===== src/rtl/sseg_pkg.sv =====
// sseg_pkg: segment patterns, digit codes and FSM states shared by the display readback monitor
package sseg_pkg;
    localparam logic [7:0] SEG_PAT [10] = '{8'h03, 8'h9F, 8'h25, 8'h0D, 8'h99,
                                             8'h49, 8'h41, 8'h1F, 8'h01, 8'h09};
    localparam logic [7:0] SEG_DASH  = 8'hFD;
    localparam logic [7:0] SEG_BLANK = 8'hFF;
    localparam logic [3:0] DIG_DASH    = 4'hE;
    localparam logic [3:0] DIG_BLANK   = 4'hF;
    localparam logic [3:0] DIG_ILLEGAL = 4'hD;
    localparam logic [1:0] SCAN = 2'd0;
    localparam logic [1:0] CONV = 2'd1;
    localparam logic [1:0] HOLD = 2'd2;

    function automatic logic is_digit(input logic [3:0] c);
        return c < 4'd10;
    endfunction
endpackage


===== src/rtl/sseg_seg2dig.sv =====
// sseg_seg2dig: active-low segment pattern to digit code, decimal point ignored
module sseg_seg2dig
    import sseg_pkg::*;
(
    input  logic [7:0] segments,
    output logic [3:0] code
);
    logic [7:0] m;
    assign m = segments | 8'h01;
    always_comb begin
        code = m == SEG_DASH ? DIG_DASH : m == SEG_BLANK ? DIG_BLANK : DIG_ILLEGAL;
        for (int i = 0; i < 10; i++) if (m == SEG_PAT[i]) code = 4'(i);
    end
endmodule


===== src/rtl/sseg_capture.sv =====
// sseg_capture: rebuilds value/sign/valid/error frames from a multiplexed active-low 4-digit display
module sseg_capture
    import sseg_pkg::*;
#(
    parameter int SETTLE_CYC    = 4,
    parameter int STABLE_FRAMES = 2,
    parameter int VAL_W         = 14
) (
    input  logic             CLK,
    input  logic             RST,
    input  logic [3:0]       DISP_EN,
    input  logic [7:0]       SEGMENTS,
    output logic             FRAME_VLD,
    input  logic             FRAME_RDY,
    output logic [VAL_W-1:0] VAL_OUT,
    output logic             SIGN_OUT,
    output logic             VALID_OUT,
    output logic             ERR_OUT,
    output logic             DROP
);
    logic [3:0] prev_en, mask, match, nmatch, code, dv;
    logic [7:0] prev_seg, settle;
    logic [1:0] idx, state, k;
    logic [3:0][3:0] cur, prv, frm, last;
    logic [VAL_W-1:0] acc;
    logic last_vld, drop, one_low, sample, scan_done, qual, fresh, all_dash, bad, seen, err, hold;

    sseg_seg2dig u_dec (.segments(SEGMENTS), .code(code));

    assign one_low   = $countones(~DISP_EN) == 1;
    assign sample    = one_low && DISP_EN == prev_en && SEGMENTS == prev_seg && settle == 8'(SETTLE_CYC - 1);
    assign scan_done = mask == 4'hF;
    assign nmatch    = cur == prv ? match + 4'd1 : 4'd1;
    assign qual      = scan_done && nmatch >= 4'(STABLE_FRAMES);
    assign fresh     = qual && !(last_vld && cur == last);
    assign dv        = is_digit(frm[k]) ? frm[k] : 4'd0;
    assign hold      = state == HOLD;
    assign all_dash  = frm == {4{DIG_DASH}};

    always_comb begin
        idx = 2'd0;
        for (int i = 0; i < 4; i++) if (!DISP_EN[i]) idx = 2'(i);
    end

    // slot 0 is the leftmost digit; a blank is only legal before the first real digit
    always_comb begin
        bad  = !is_digit(frm[3]);
        seen = 1'b0;
        for (int i = 0; i < 4; i++) begin
            bad  = bad || frm[i] == DIG_ILLEGAL || (i != 0 && frm[i] == DIG_DASH) || (seen && frm[i] == DIG_BLANK);
            seen = seen || is_digit(frm[i]);
        end
        err = bad && !all_dash;
    end

    always_ff @(posedge CLK) begin
        if (RST) begin
            prev_en  <= '0;
            prev_seg <= '0;
            settle   <= '0;
            mask     <= '0;
            match    <= '0;
            cur      <= '0;
            prv      <= '0;
            frm      <= '0;
            last     <= '0;
            last_vld <= 1'b0;
            acc      <= '0;
            k        <= '0;
            drop     <= 1'b0;
            state    <= SCAN;
        end else begin
            prev_en  <= DISP_EN;
            prev_seg <= SEGMENTS;
            settle   <= (!one_low || DISP_EN != prev_en || SEGMENTS != prev_seg) ? 8'd0 :
                        settle < 8'(SETTLE_CYC) ? settle + 8'd1 : settle;
            drop     <= fresh && state != SCAN;
            if (scan_done) begin
                prv   <= cur;
                mask  <= 4'h0;
                match <= nmatch >= 4'(STABLE_FRAMES) ? 4'(STABLE_FRAMES) : nmatch;
            end
            if (sample) begin
                cur[idx]  <= code;
                mask[idx] <= 1'b1;
            end
            if (state == SCAN && fresh) begin
                frm   <= cur;
                acc   <= '0;
                k     <= 2'd0;
                state <= CONV;
            end else if (state == CONV) begin
                acc <= (acc << 3) + (acc << 1) + VAL_W'(dv);
                k   <= k + 2'd1;
                if (k == 2'd3) state <= HOLD;
            end else if (hold && FRAME_RDY) begin
                state    <= SCAN;
                last     <= frm;
                last_vld <= 1'b1;
            end
        end
    end

    assign FRAME_VLD = hold;
    assign VAL_OUT   = hold && !err ? acc : '0;
    assign SIGN_OUT  = hold && !err && !all_dash && frm[0] == DIG_DASH;
    assign VALID_OUT = hold && !all_dash;
    assign ERR_OUT   = hold && err;
    assign DROP      = drop;
endmodule

===== config.mk =====
export PLATFORM = sky130hd
export DESIGN_NAME = sseg_capture
export DESIGN_NICKNAME = d
export VERILOG_FILES = /design/src/rtl/sseg_pkg.sv /design/src/rtl/sseg_seg2dig.sv /design/src/rtl/sseg_capture.sv
export SDC_FILE = /design/constraint.sdc
export NUM_CORES = 1
export LEC_CHECK = 0
export ABC_AREA = 1
export BUFFER_PORTS_ARGS = -buffer_cell sky130_fd_sc_hd__buf_2
export CORE_AREA = 2 2 80 139
export CTS_CLUSTER_SIZE = 14
export DETAILED_ROUTE_END_ITERATION = 7
export DIE_AREA = 0 0 82 141
export PLACE_DENSITY = 0.88
export SYNTH_ARGS = -nofsm -noshare
export SYNTH_HDL_FRONTEND = slang
export SYNTH_SLANG_ARGS = --single-unit
export TNS_END_PERCENT = 5

===== constraint.sdc =====
create_clock -name CLK -period 3.52 [get_ports CLK]
set_input_delay 0.528 -clock CLK [delete_from_list [all_inputs] [get_ports CLK]]
set_output_delay 0.528 -clock CLK [all_outputs]
set_load 0.05 [all_outputs]

**After elaboration in Yosys (flattened, before gate mapping)**

Index checks and enable logic that the tools add are counted.

- Register bits after elaboration: 112
- Bits of input ports: 15
- Output and inout port bits: 19
- Logic and storage cells: 167

- $add $sub $neg: 8
- Magnitude comparators: 10
- Equality and inequality tests: 37
- Mux-type cells: 33
- Bitwise gates (word level): 4
- Reduce and logical (&&, ||, !) cells: 48

Operators by type and width:

| kind | count |
|---|---|
| 2-to-1 mux 4 bit | 19 |
| equality test 4 bit (second input constant) | 12 |
| equality test 16 bit | 2 |
| equality test 7 bit (second input constant) | 4 |
| less-than comparator 4 bit (second input constant) | 5 |
| logical AND 1 bit | 19 |
| bitwise mux 16 bit | 1 |
| equality test 16 bit (second input constant) | 1 |
| adder 14 bit | 1 |
| adder 14 x 4 -> 14 bit | 1 |
| equality test 7 x 3 -> 1 bit (second input constant) | 2 |
| equality test 7 x 6 -> 1 bit (second input constant) | 2 |
| logical OR 1 bit | 14 |
| 2-to-1 mux 14 bit | 1 |
| 2-to-1 mux 2 bit | 6 |
| adder 8 x 1 -> 8 bit (second input constant) | 1 |
| binary-select mux 4 bit (select 2 bit) | 1 |
| demux 4 bit (select 2 bit) | 1 |
| equality test 8 x 2 -> 1 bit (second input constant) | 1 |
| equality test 8 bit | 1 |
| less-than comparator 8 x 3 -> 1 bit (second input constant) | 1 |
| inequality test 8 bit | 1 |
| equality test 7 x 1 -> 1 bit (second input constant) | 1 |
| equality test 7 x 4 -> 1 bit (second input constant) | 1 |
| 28 further kinds | 41 |

**Longest topological paths before layout**

Gate-level depths: netlist (run 1).

- Depth in word-level cells: 17
- Mapped depth: 19
- Depth with buffers taken out: 19

**By module**

From an unflattened synthesis (run 1), not the netlist that was laid out.

- Cells, all modules: 916
- Area, all modules: 6,123.4 µm²

Modules (own cells, without submodules):

| module | times used | cells an instance | area each (µm²) | seq. area each (µm²) |
|---|---|---|---|---|
| sseg_capture | 1 | 862 | 5,886.9 | 2,242.2 |
| sseg_seg2dig | 1 | 54 | 236.5 | 0.0 |

**Worst setup path after synthesis (run 1)**

OpenSTA, ideal clock, no wires.

- Path kind: register to output
- From: register state[1]
- To: output SIGN_OUT
- Arrival time: 2.396 ns
- Required time: 2.992 ns
- Slack: 0.596 ns
- Stages on the path, launching flop included: 7
- Path buffers: 0
- Cell sequence: dfxtp_1 -> inv_1 -> nor2_1 -> nand2_1 -> inv_1 -> nand2_1 -> nor2_1

- Word-level cells in the longest chain between the ends: 4

RTL lines:

| item | line | text |
|---|---|---|
| from (decl) | sseg_capture.sv:23 | `logic [1:0] idx, state, k;` |
| from (signal assigned) | sseg_capture.sv:71 | `state <= SCAN;` |
| from (signal assigned) | sseg_capture.sv:91 | `state <= CONV;` |
| from (signal assigned) | sseg_capture.sv:95 | `if (k == 2'd3) state <= HOLD;` |
| equality test 2 bit | sseg_capture.sv:37 | `assign hold = state == HOLD;` |
| net FRAME_VLD | sseg_capture.sv:13 | `output logic FRAME_VLD,` |
| logical AND 1 bit (3 in series) | sseg_capture.sv:106 | `assign SIGN_OUT = hold && !err && !all_dash && frm[0] == DIG_DASH;` |
| to (decl) | sseg_capture.sv:16 | `output logic SIGN_OUT,` |

The timed path passes the listed nets, and every way through them passes these cells.

**Worst setup path in the final report (run 1)**

- From: register frm[15] (netlist bit)
- To: output VAL_OUT[10]

- Word-level cells in the longest chain between the ends: 16
- Elaborated cells between the ends (all ways): 22
- Classes of those cells: order compare (1); eq/ne (4); mux (1); reduce/logical (16)

RTL lines:

| item | line | text |
|---|---|---|
| from (decl) | sseg_capture.sv:24 | `logic [3:0][3:0] cur, prv, frm, last;` |
| from (signal assigned) | sseg_capture.sv:88 | `frm <= cur;` |
| less-than comparator 4 bit | - |  |
| logical NOT 1 bit | sseg_capture.sv:47 | `bad = !is_digit(frm[3]);` |
| logical OR 1 bit (10 in series) | sseg_capture.sv:50 | `bad = bad \|\| frm[i] == DIG_ILLEGAL \|\| (i != 0 && frm[i] == DIG_DASH) \|\| (seen && frm[i] == DIG_BLANK);` |
| logical AND 1 bit (*) | sseg_capture.sv:53 | `err = bad && !all_dash;` |
| logical NOT 1 bit (*) | sseg_capture.sv:105 | `assign VAL_OUT = hold && !err ? acc : '0;` |
| logical AND 1 bit (*) | sseg_capture.sv:105 |  |
| 2-to-1 mux 14 bit (*) | sseg_capture.sv:105 |  |
| to (decl) | sseg_capture.sv:15 | `output logic [VAL_W-1:0] VAL_OUT,` |

Every way passes the cells marked *; elsewhere a longest branch is shown, timed or not.

==> results.md, run 1 <==
* Status: finished clean
* Mapped Nets at around 1000
* Critical-path cell list: inv_1 -> nor4_1 -> nand4_1 -> nand2_1 -> nand2_1 -> nor2_1 -> buf_2
* Synth cell types at 34
* TritonCTS Sinks at roughly 110
* PwrDens at 363.0 nW/µm²
* Crit path launch type: flop
* Logic pwr share at 4.4%
* TNS Setup at 0 ns
* Critical Path End Type: output pin
* DR iter-0 viols at between 400 and 500
* # fillers at 972
* Synth warn at 0
* Crit path kind: reg -> out
* Power Internal at 1.937 mW
* TritonCTS clock tree: yes
* Clock skew at approximately 0.0094 ns
* Clk buf depth at 2
* Worst hold path class: in -> reg
* Antenna violations before repair at 0
* Leakage power total at 3.240 nW
* Largest area contributor in the netlist: dfxtp_1
* Slew Limit Fails at 0
* DR pass1 iterations at 5
* Minimum clock period at 3.179 ns
* RePlAce Congestion at between 0.8 and 0.9
* Die Area at roughly 12000 µm²
* Finished Layout Cells at roughly 1100
* Synth Cell Area at 6297 µm²
* IO Count at 34
* Core area at between 10000 and 15000 µm²
* Crit path arrival time at between 2 and 3 ns
* Die X at just over 80 µm
* RSZ-0062 raised after global routing: no
* CP top delay family: simple AND/OR/NAND/NOR gates
* Global-route wire length before repair at 25950 µm
* Largest net degree at the start of global routing at 39
* Peak supply drop at around 0.28 mV
* Vias in the first global route at a little under 6000
* Bufs and invs on worst path at 2
* Antenna Nets Post-Route at 0
* Remaining Overflow, GRT at 0
* Mapped Cells at 980
* Flops & latches, synth at about 110
* Nets at roughly 1000
* Reg clk slew, reported paths at approximately 0.070 ns
* Max-capacitance violation count at 0
* Final core occ at between 60 and 70%
* Port Buffers at 33
* Worst-Skew Late Latency at 0.35 ns
* Worst-Margin Slew at 1.057 ns
* Sequential element share of the synthesized area at ~36%
* Critical Path RT at between 2 and 3 ns
* Routed WL per cell at between 10 and 15 µm
* Top fanout value on the critical path at 14
* Hold Vio Cnt, Final at 0
* Psw at around 560 µW
* Most common cell after layout, fill and taps aside: nand2_1
* Clk pwr share at 44.4%
* Count of final setup violators at 0
* CP dominant cell by count: nand2_1
* Final WL at approximately 16000 µm
* Yosys top cell area share at between 30% and 40%
* Std-Cell Rows at 50
* HPWL Detailed at roughly 12000 µm
* Post-Syn Area per Cell at 6.426 µm²
* DRC Markers at 0
* CTS root buf: clkbuf_16
* Vias at just over 6000
* Chip Height at around 140 µm
* Most frequent cells in the layout: nand2_1 (231), nor2_1 (164), inv_1 (152)
* Final Cycle Share at 90.31%
* Area grow syn2layout at 9.199%
* Sw frac at ~22%
* Area of the multi-input gates at about 3300 µm²
* CP max stage delay at approximately 0.63 ns
* CTS Buf Count at 9
* GR Util All Layers at 28.84%
* Layout cells sized above 1 at 7.136%
* Starting Density at 59.92%
* H-tree depth at 3
* Antenna diodes at 0
* Flop pwr share at about 51%
* Ranking of synthesized cells by area: dfxtp_1 (36%), nand2_1 (14%), nor2_1 (9.8%)
* Max stage delay cell, worst path: nor4_1
* Fmax at 314.6 MHz
* Cells after DPL at roughly 1100
* Worst slew margin at approximately 29%
* Via-to-Cell Ratio at between 5 and 6
* Storage cell area at approximately 2200 µm²
-- cell type report --
class	count	area share, %
clock buffer	10	3.330
clock inverter	6	1.346
multi-input combinational	683	48.60
tap	130	2.365
sequential	112	32.62
timing repair buffer	39	3.057
inverter	159	8.679
-- power by group through the flow --
stage / Combinational, mW / Clock (mW) / Sequential, mW
final: 0.111 / 1.11 / 1.28
after detailed placement: 0.108 / 0 / 1.31
after CTS: 0.109 / 1.11 / 1.28
after global placement: 0.107 / 0 / 1.31
after floorplan: 0.0725 / 0 / 1.31
after global routing: 0.125 / 1.16 / 1.28
-- through the flow --
stage | cell area, µm² | power, mW | worst slack (ns) | hold WS [ns]
after floorplan | 6297 | 1.378 | 0.5964 | 0.4083
after global placement | 6554 | 1.413 | 0.3170 | 0.4153
after detailed placement | 6554 | 1.415 | 0.2154 | 0.4187
after CTS | 6875 | 2.499 | 0.1569 | 0.4273
after global routing | 6877 | 2.558 | 0.09048 | 0.4380
final | 6877 | 2.496 | 0.3411 | 0.4261
-- sequential cells by signal, indices dropped and copies added, names as in the netlist --
name,count
cur,16
frm,16
last,16
prv,16
acc,14
prev_seg,8
settle,8
mask,4
match,4
prev_en,4
k,2
state,2
DROP,1
last_vld,1
-- metal layers --
layer / vias to the layer above / global-route usage (%) / wire length [µm]
li1: 3131 / - / -
met1: 2736 / 26.52 / 5628
met2: 193 / 54.86 / 8539
met3: 84 / 4.481 / 542
met4: 0 / 19.21 / 1069
met5: - / 0 / 0
-- cells by family (layout without fill, tap and decap cells) --
| logic type | Yosys count | in the layout | synth area share (%) |
|---|---|---|---|
| fa+ha+maj | 30 | 30 | 6.318 |
| simple gates | 497 | 497 | 33.14 |
| xor+xnor | 16 | 16 | 2.225 |
| compound gates | 140 | 140 | 11.38 |
| flops | 112 | 112 | 35.61 |
| buf+inv | 185 | 214 | 11.33 |
-- worst paths after layout --
| path | to | slack [ns] | cells past startpoint | startpoint |
|---|---|---|---|---|
| max | VAL_OUT[10] | 0.34 | 7 | frm[15]$_SDFFE_PP0P_ |
| min | prev_seg[0]$_SDFF_PP0_ | 0.43 | 3 | SEGMENTS[0] |
| min reg2reg | settle[5]$_SDFFE_PP0N_ | 0.43 | 2 | settle[5]$_SDFFE_PP0N_ |
| max reg2reg | acc[13]$_SDFFE_PP0P_ | 0.38 | 17 | k[0]$_SDFFE_PP0P_ |
-- worst register-to-register path, cell delays in order (launching register included) --
cell	delay [ns]
dfxtp_2	0.44
inv_1	0.16
o21ai_0	0.21
a21oi_1	0.07
a21oi_1	0.27
nand2_1	0.11
fa_1	0.54
inv_1	0.06
ha_1	0.28
nand3_1	0.08
nand3_1	0.11
nand2_1	0.09
o211ai_1	0.18
nand2_1	0.13
nand2_1	0.06
nand2_1	0.07
nand3_1	0.06
a21oi_1	0.16
-- synth_stat cells (all sizes together) --
master,count
fa,3
nand4,31
a31oi,3
o21ai,55
buf,5
nor4,2
nor3,21
dfxtp,112
inv,159
nand3,34
nand3b,1
a22oi,1
and3,1
xor2,10
xnor2,6
a21o,2
or2,1
clkbuf,21
nor3b,3
a21oi,76
nor2,169
o211ai,1
nand2,232
ha,27
nand2b,2
o22ai,2
-- timing repair --
item / 4_1_cts / 5_1_grt
gates resized for setup: 0 / 2
endpoints found under the setup margin: 0 / 3
hold buffers: 0 / 0
setup buffers: 0 / 0
Power figures use the tool's default switching activity.
==> inputs of run 2 (changes only) <==
clock period = 3.2 ns   (was 3.52 ns; I/O delays follow)
==> run 2 against run 1 <==
Against the previous run:
- cell count rose by 0.44%
- register-to-register slack worse by 0.12 ns
- count of clock-buffer cells in the layout unchanged
- sequential cell count unchanged
- routed wire length decreased by 1.4%
- die area did not move
- hold slack lost 0.047 ns
- total power rose by 7.8%
- first-iteration DRC count up 1.9%
- sequential share of layout area is 0.18 points lower
- critical path type unchanged
- critical endpoint is now VAL_OUT[4]
- largest cell class unchanged
- largest power group unchanged
==> results.md, run 2 (synthesis results as in run 1) <==
* Status: finished clean
* Chip Height at 141 µm (unchanged)
* Critical Path End Type: output pin
* Die Area at 11560 µm² (unchanged)
* Peak supply drop at 0.2884 mV (+2.9%)
* RePlAce Congestion at 0.8927 (-0.12%)
* Final Cycle Share at 93.64%
* Crit path launch type: flop
* Most common cell after layout, fill and taps aside: nand2_1
* PwrDens at 389.3 nW/µm² (+7.2%)
* Antenna diodes at 0 (unchanged)
* Reg clk slew, reported paths at 0.08 ns (about the same)
* Std-Cell Rows at 50 (unchanged)
* CTS root buf: clkbuf_16
* Top fanout value on the critical path at 14 (unchanged)
* Antenna violations before repair at 0 (unchanged)
* DRC Markers at 0 (unchanged)
* Bufs and invs on worst path at 2 (unchanged)
* Crit path kind: reg -> out
* Leakage power total at 3.270 nW (+0.92%)
* IO Count at 34 (unchanged)
* Port Buffers at 33 (unchanged)
* Global-route wire length before repair at 25630 µm (-1.2%)
* Largest net degree at the start of global routing at 39 (unchanged)
* Count of final setup violators at 0 (unchanged)
* Crit path arrival time at 2.52 ns (-0.13 ns)
* Critical-path cell list: inv_1 -> nor4_1 -> nand4_1 -> nand2_1 -> nand2_1 -> nor2_1 -> buf_2
* Slew Limit Fails at 0 (unchanged)
* Worst R2R Setup Slack at 0.26 ns (-0.12 ns)
* CP top delay family: simple AND/OR/NAND/NOR gates
* Antenna Nets Post-Route at 0 (unchanged)
* TritonCTS Sinks at 112 (unchanged)
* Clk buf depth at 2 (unchanged)
* GR Util All Layers at 28.57% (-0.27 points)
* H-tree depth at 3 (unchanged)
* Worst hold path class: in -> reg
* Final WL at 15570 µm (-1.4%)
* Fmax at roughly 330 MHz
* CP dominant cell by count: nand2_1
* Via-to-Cell Ratio at 5.413 (+0.36%)
* Core area at 10510 µm² (unchanged)
* Worst-Skew Late Latency at 0.36 ns (about the same)
* CTS Buf Count at 9 (unchanged)
* Worst-Margin Slew at 0.7493 ns (-0.3076 ns)
* Max-capacitance violation count at 0 (unchanged)
* Worst slew margin at 49.66% (+20 points)
* Routed WL per cell at 13.61 µm (-1.8%)
* CP max stage delay at 0.55 ns (-0.08 ns)
* Remaining Overflow, GRT at 0 (unchanged)
* Max stage delay cell, worst path: nor4_1
* DR iter-0 viols at 419 (+1.9%)
* Nets at 1054 (+0.48%)
* DR pass1 iterations at 6 (+1)
* Most frequent cells in the layout: nand2_1 (231), nor2_1 (164), inv_1 (152)
* Vias at 6193 (+0.80%)
* TritonCTS clock tree: yes
* Area grow syn2layout at 9.815%
* Clock skew at 0.01060 ns (+0.001238 ns)
* Minimum clock period at ~3 ns
* Vias in the first global route at 5989 (+1.0%)
* Hold Vio Cnt, Final at 0 (unchanged)
* Critical Path RT at 2.72 ns (-0.27 ns)
* Die X at 82 µm (unchanged)
* Starting Density at 59.92% (unchanged)
* Layout cells sized above 1 at 7.988% (+0.85 points)
* # fillers at 932 (-4.1%)
* TNS Setup at 0 ns (unchanged)
* Design Area, Final at 6915 µm² (+0.56%)
* Cell Area, Placed at 6584 µm² (+0.46%)
* HPWL Detailed at 11690 µm (-2.1%)
[run 2: metrics by stage]
| step | instances | total power, mW | util, % | worst slack (ns) | hold slack [ns] |
|---|---|---|---|---|---|
| after floorplan | 980 | 1.516 | - | 0.3244 | 0.4083 |
| after global placement | 1127 | 1.555 | 62.64 | 0.2525 | 0.4147 |
| after detailed placement | 1127 | 1.557 | 62.64 | 0.1475 | 0.4167 |
| after CTS | 1143 | 2.699 | 65.56 | 0.1044 | 0.3724 |
| after global routing | 1144 | 2.768 | 65.80 | -0.001368 | 0.3765 |
| final | 1144 | 2.692 | 65.80 | 0.2035 | 0.3789 |
[run 2: worst paths after layout]
path / from / endpoint / depth (start not counted)
hold / removal: SEGMENTS[0] / prev_seg[0]$_SDFF_PP0_ / 3
setup / recovery: frm[15]$_SDFFE_PP0P_ / VAL_OUT[4] / 7
setup reg to reg: k[1]$_SDFFE_PP0P_ / acc[9]$_SDFFE_PP0P_ / 17
hold reg to reg: settle[3]$_SDFFE_PP0N_ / settle[3]$_SDFFE_PP0N_ / 2
[run 2: final cells by class]
class	instances	area (µm²)	area share (%)
clock buffers	10	229.0	3.311
clock inverters	6	77.57	1.122
inverters	159	596.8	8.630
multi-input cells	683	3358	48.56
flip-flops and latches	112	2243	32.44
well taps	130	162.7	2.352
repair buffers	44	247.7	3.582
[run 2: routing by layer]
| layer | vias up | track usage [%] | wire (µm) |
|---|---|---|---|
| met5 | - | 0 | 0 |
| met4 | 0 | 20.88 | 1143 |
| met3 | 81 | 4.417 | 510 |
| met2 | 186 | 53.92 | 8397 |
| met1 | 2781 | 25.82 | 5514 |
| li1 | 3145 | - | - |
[run 2: worst reg2reg max path, delay by kind of cell, from the launching register on]
family / cells / cell delay (ns)
compound gates: 4 / 0.62
xor+xnor: 1 / 0.12
fa+ha+maj: 2 / 0.85
buf+inv: 3 / 0.40
flops: 1 / 0.34
simple gates: 7 / 0.56
[run 2: report_power, final]
group	internal (mW)	switching, mW	total (mW)	leakage [nW]
combinational	0.0389	0.0836	0.122	2.22
sequential	1.40	0.00418	1.40	0.905
clock	0.622	0.543	1.17	0.147
total	2.06	0.631	2.69	3.27
[run 2: timing repair]
action | in CTS | in global routing
setup buffers | 0 | 1
resized for setup | 0 | 7
setup endpoints to repair | 0 | 4
hold buffers | 0 | 0
==> inputs of run 3 (changes only) <==
PLACE_DENSITY = 0.83   (was 0.88)
==> run 3 against run 2 <==
Against the previous run:
- total power down 0.66%
- non-clock buffer count down 2
- sequential cell count unchanged
- sequential share of layout area up 0.10 points
- count of clock-buffer cells in the layout down 1
- sequential power about the same
- first-iteration DRC count down 17%
- hold slack worse by 0.0094 ns
- utilization down 0.24 points
- die area unchanged
- largest power group unchanged
==> results.md, run 3 (synthesis results as in run 1) <==
* Vias in the first global route at 5682 (-5.1%)
* Status: finished clean
* TritonCTS clock tree: yes
* H-tree depth at 3 (unchanged)
* Storage cell area at 2242 µm² (about the same)
* Final Cycle Share at 92.80% (-0.84 points)
* TritonCTS Sinks at 112 (unchanged)
* Die Area at 11560 µm² (unchanged)
* Final setup margin at 0.2304 ns (+0.02690 ns)
* Critical-path cell list: inv_1 -> o21ai_0 -> a21oi_1 -> a21oi_1 -> nand2_1 -> fa_1 -> inv_1 -> ha_1 -> nand3_1 -> nand3_1 -> nand2_1 -> o211ai_1 -> nand2_1 -> nand2_1 -> nand2_1 -> nand3_1 -> a21oi_1
* CTS root buf: clkbuf_16
* Reg clk slew, reported paths at 0.08 ns (about the same)
* GR Util All Layers at 28.01% (-0.56 points)
* Peak supply drop at 0.3265 mV (+13%)
* Leakage power total at 3.256 nW (-0.43%)
* Top fanout value on the critical path at 6 (-8)
* Global-route wire length before repair at 25060 µm (-2.2%)
* CTS Buf Count at 9 (unchanged)
* TNS Setup at 0 ns (unchanged)
* Antenna diodes at 0 (unchanged)
* Minimum clock period at 2.970 ns (-0.02690 ns)
* Worst hold path class: in -> reg
* Place WS at 0.1661 ns (+0.01854 ns)
* Chip Height at 141 µm (unchanged)
* CP max stage delay at 0.54 ns (about the same)
* HPWL Detailed at 11750 µm (+0.48%)
* DR iter-0 viols at 348 (-17%)
* Final hold slack at 0.3695 ns (-0.009372 ns)
* Design Area, Final at 6890 µm² (-0.36%)
* RePlAce Congestion at 0.8818 (-1.2%)
* Most frequent cells in the layout: nand2_1 (231), nor2_1 (164), inv_1 (152)
* Routed WL per cell at 13.67 µm (+0.50%)
* Antenna violations before repair at 0 (unchanged)
* Largest net degree at the start of global routing at 39 (unchanged)
* Antenna Nets Post-Route at 0 (unchanged)
* Vias at 6084 (-1.8%)
* Hold Vio Cnt, Final at 0 (unchanged)
* Worst slew margin at 55.14% (+5.5 points)
* # fillers at 999 (+7.2%)
* Die X at 82 µm (unchanged)
* IO Count at 34 (unchanged)
* Count of final setup violators at 0 (unchanged)
* RSZ-0062 raised after global routing: no
* Worst-Margin Slew at 0.6713 ns (-0.07800 ns)
* Critical Path End Type: flop
* Clock skew at 0.008440 ns (-0.002163 ns)
* Layout cells sized above 1 at 7.517% (-0.47 points)
* Crit path kind: reg -> reg
* Clk buf depth at 2 (unchanged)
* Worst-Skew Late Latency at 0.35 ns (about the same)
* Nets at 1052 (-0.19%)
* CP dominant cell by count: nand2_1
* Most common cell after layout, fill and taps aside: nand2_1
* Max stage delay cell, worst path: fa_1
* Final WL at 15600 µm (+0.24%)
* Port Buffers at 33 (unchanged)
* PwrDens at 388.1 nW/µm² (-0.30%)
* Final core occ at 65.56% (-0.24 points)
* Remaining Overflow, GRT at 0 (unchanged)
* Fmax at 336.8 MHz (+0.91%)
* # hold bufs at CTS at 0 (unchanged)
* Crit path launch type: flop
* Std-Cell Rows at 50 (unchanged)
* Critical Path RT at 3.48 ns (+0.76 ns)
* Core area at 10510 µm² (unchanged)
* Cell Area, Placed at 6576 µm² (-0.11%)
* DRC Markers at 0 (unchanged)
* Slew Limit Fails at 0 (unchanged)
* Via-to-Cell Ratio at 5.332 (-1.5%)
* Crit path arrival time at 3.24 ns (+0.72 ns)
* DR pass1 iterations at 5 (-1)
* Starting Density at 59.92% (unchanged)
* Area grow syn2layout at 9.418%
* Max-capacitance violation count at 0 (unchanged)
* Area of the multi-input gates at 3352 µm² (-0.19%)
## run 3: area by class of cell
cell class	count	share of cell area [%]
Clock buffer	9	3.269
Multi-Input combinational cell	683	48.65
Sequential cell	112	32.54
Inverter	159	8.662
Timing Repair Buffer	42	3.378
Clock inverter	6	1.144
Tap cell	130	2.361
## run 3: stage by stage
| stage | std cells | power, mW |
|---|---|---|
| after floorplan | 980 | 1.516 |
| after global placement | 1126 | 1.555 |
| after detailed placement | 1126 | 1.557 |
| after CTS | 1141 | 2.693 |
| after global routing | 1141 | 2.762 |
| final | 1141 | 2.674 |
## run 3: layer usage
| layer | vias up | share of wire [%] | GRT usage [%] |
|---|---|---|---|
| met1 | 2718 | 36 | 25.52 |
| met3 | 56 | 3.6 | 4.161 |
| li1 | 3139 | - | - |
| met5 | - | 0 | 0 |
| met2 | 171 | 55 | 53.96 |
| met4 | 0 | 6.1 | 17.98 |
## run 3: power breakdown
part	internal, mW	switching, mW	leakage (nW)
sequential	1.40	0.00376	0.905
combinational	0.0386	0.0827	2.20
clock	0.619	0.530	0.149
total	2.06	0.617	3.26
## run 3: worst max-delay path, delay by kind of cell (launching register included)
family                   cells  cell delay (ns)
adder cells (fa/ha/maj)      2             0.83
AO/OA/AOI/OAI                5             0.74
AND/OR/NAND/NOR              8             0.74
buffers and inverters        2             0.19
flip-flops                   1             0.40
## run 3: path summary, 6_finish.rpt
kind,startpoint,to,slack [ns],cells after the start
max reg2reg,k[1]$_SDFFE_PP0P_,acc[13]$_SDFFE_PP0P_,0.23,17
min,SEGMENTS[0],prev_seg[0]$_SDFF_PP0_,0.37,3
max,k[1]$_SDFFE_PP0P_,acc[13]$_SDFFE_PP0P_,0.23,17
min reg2reg,settle[5]$_SDFFE_PP0N_,settle[5]$_SDFFE_PP0N_,0.43,2
## run 3: timing repair
action                     CTS  global route
setup endpoints to repair    0            16
resized for setup            0             3
buffers inserted             0             0
hold endpoints to repair     0             0
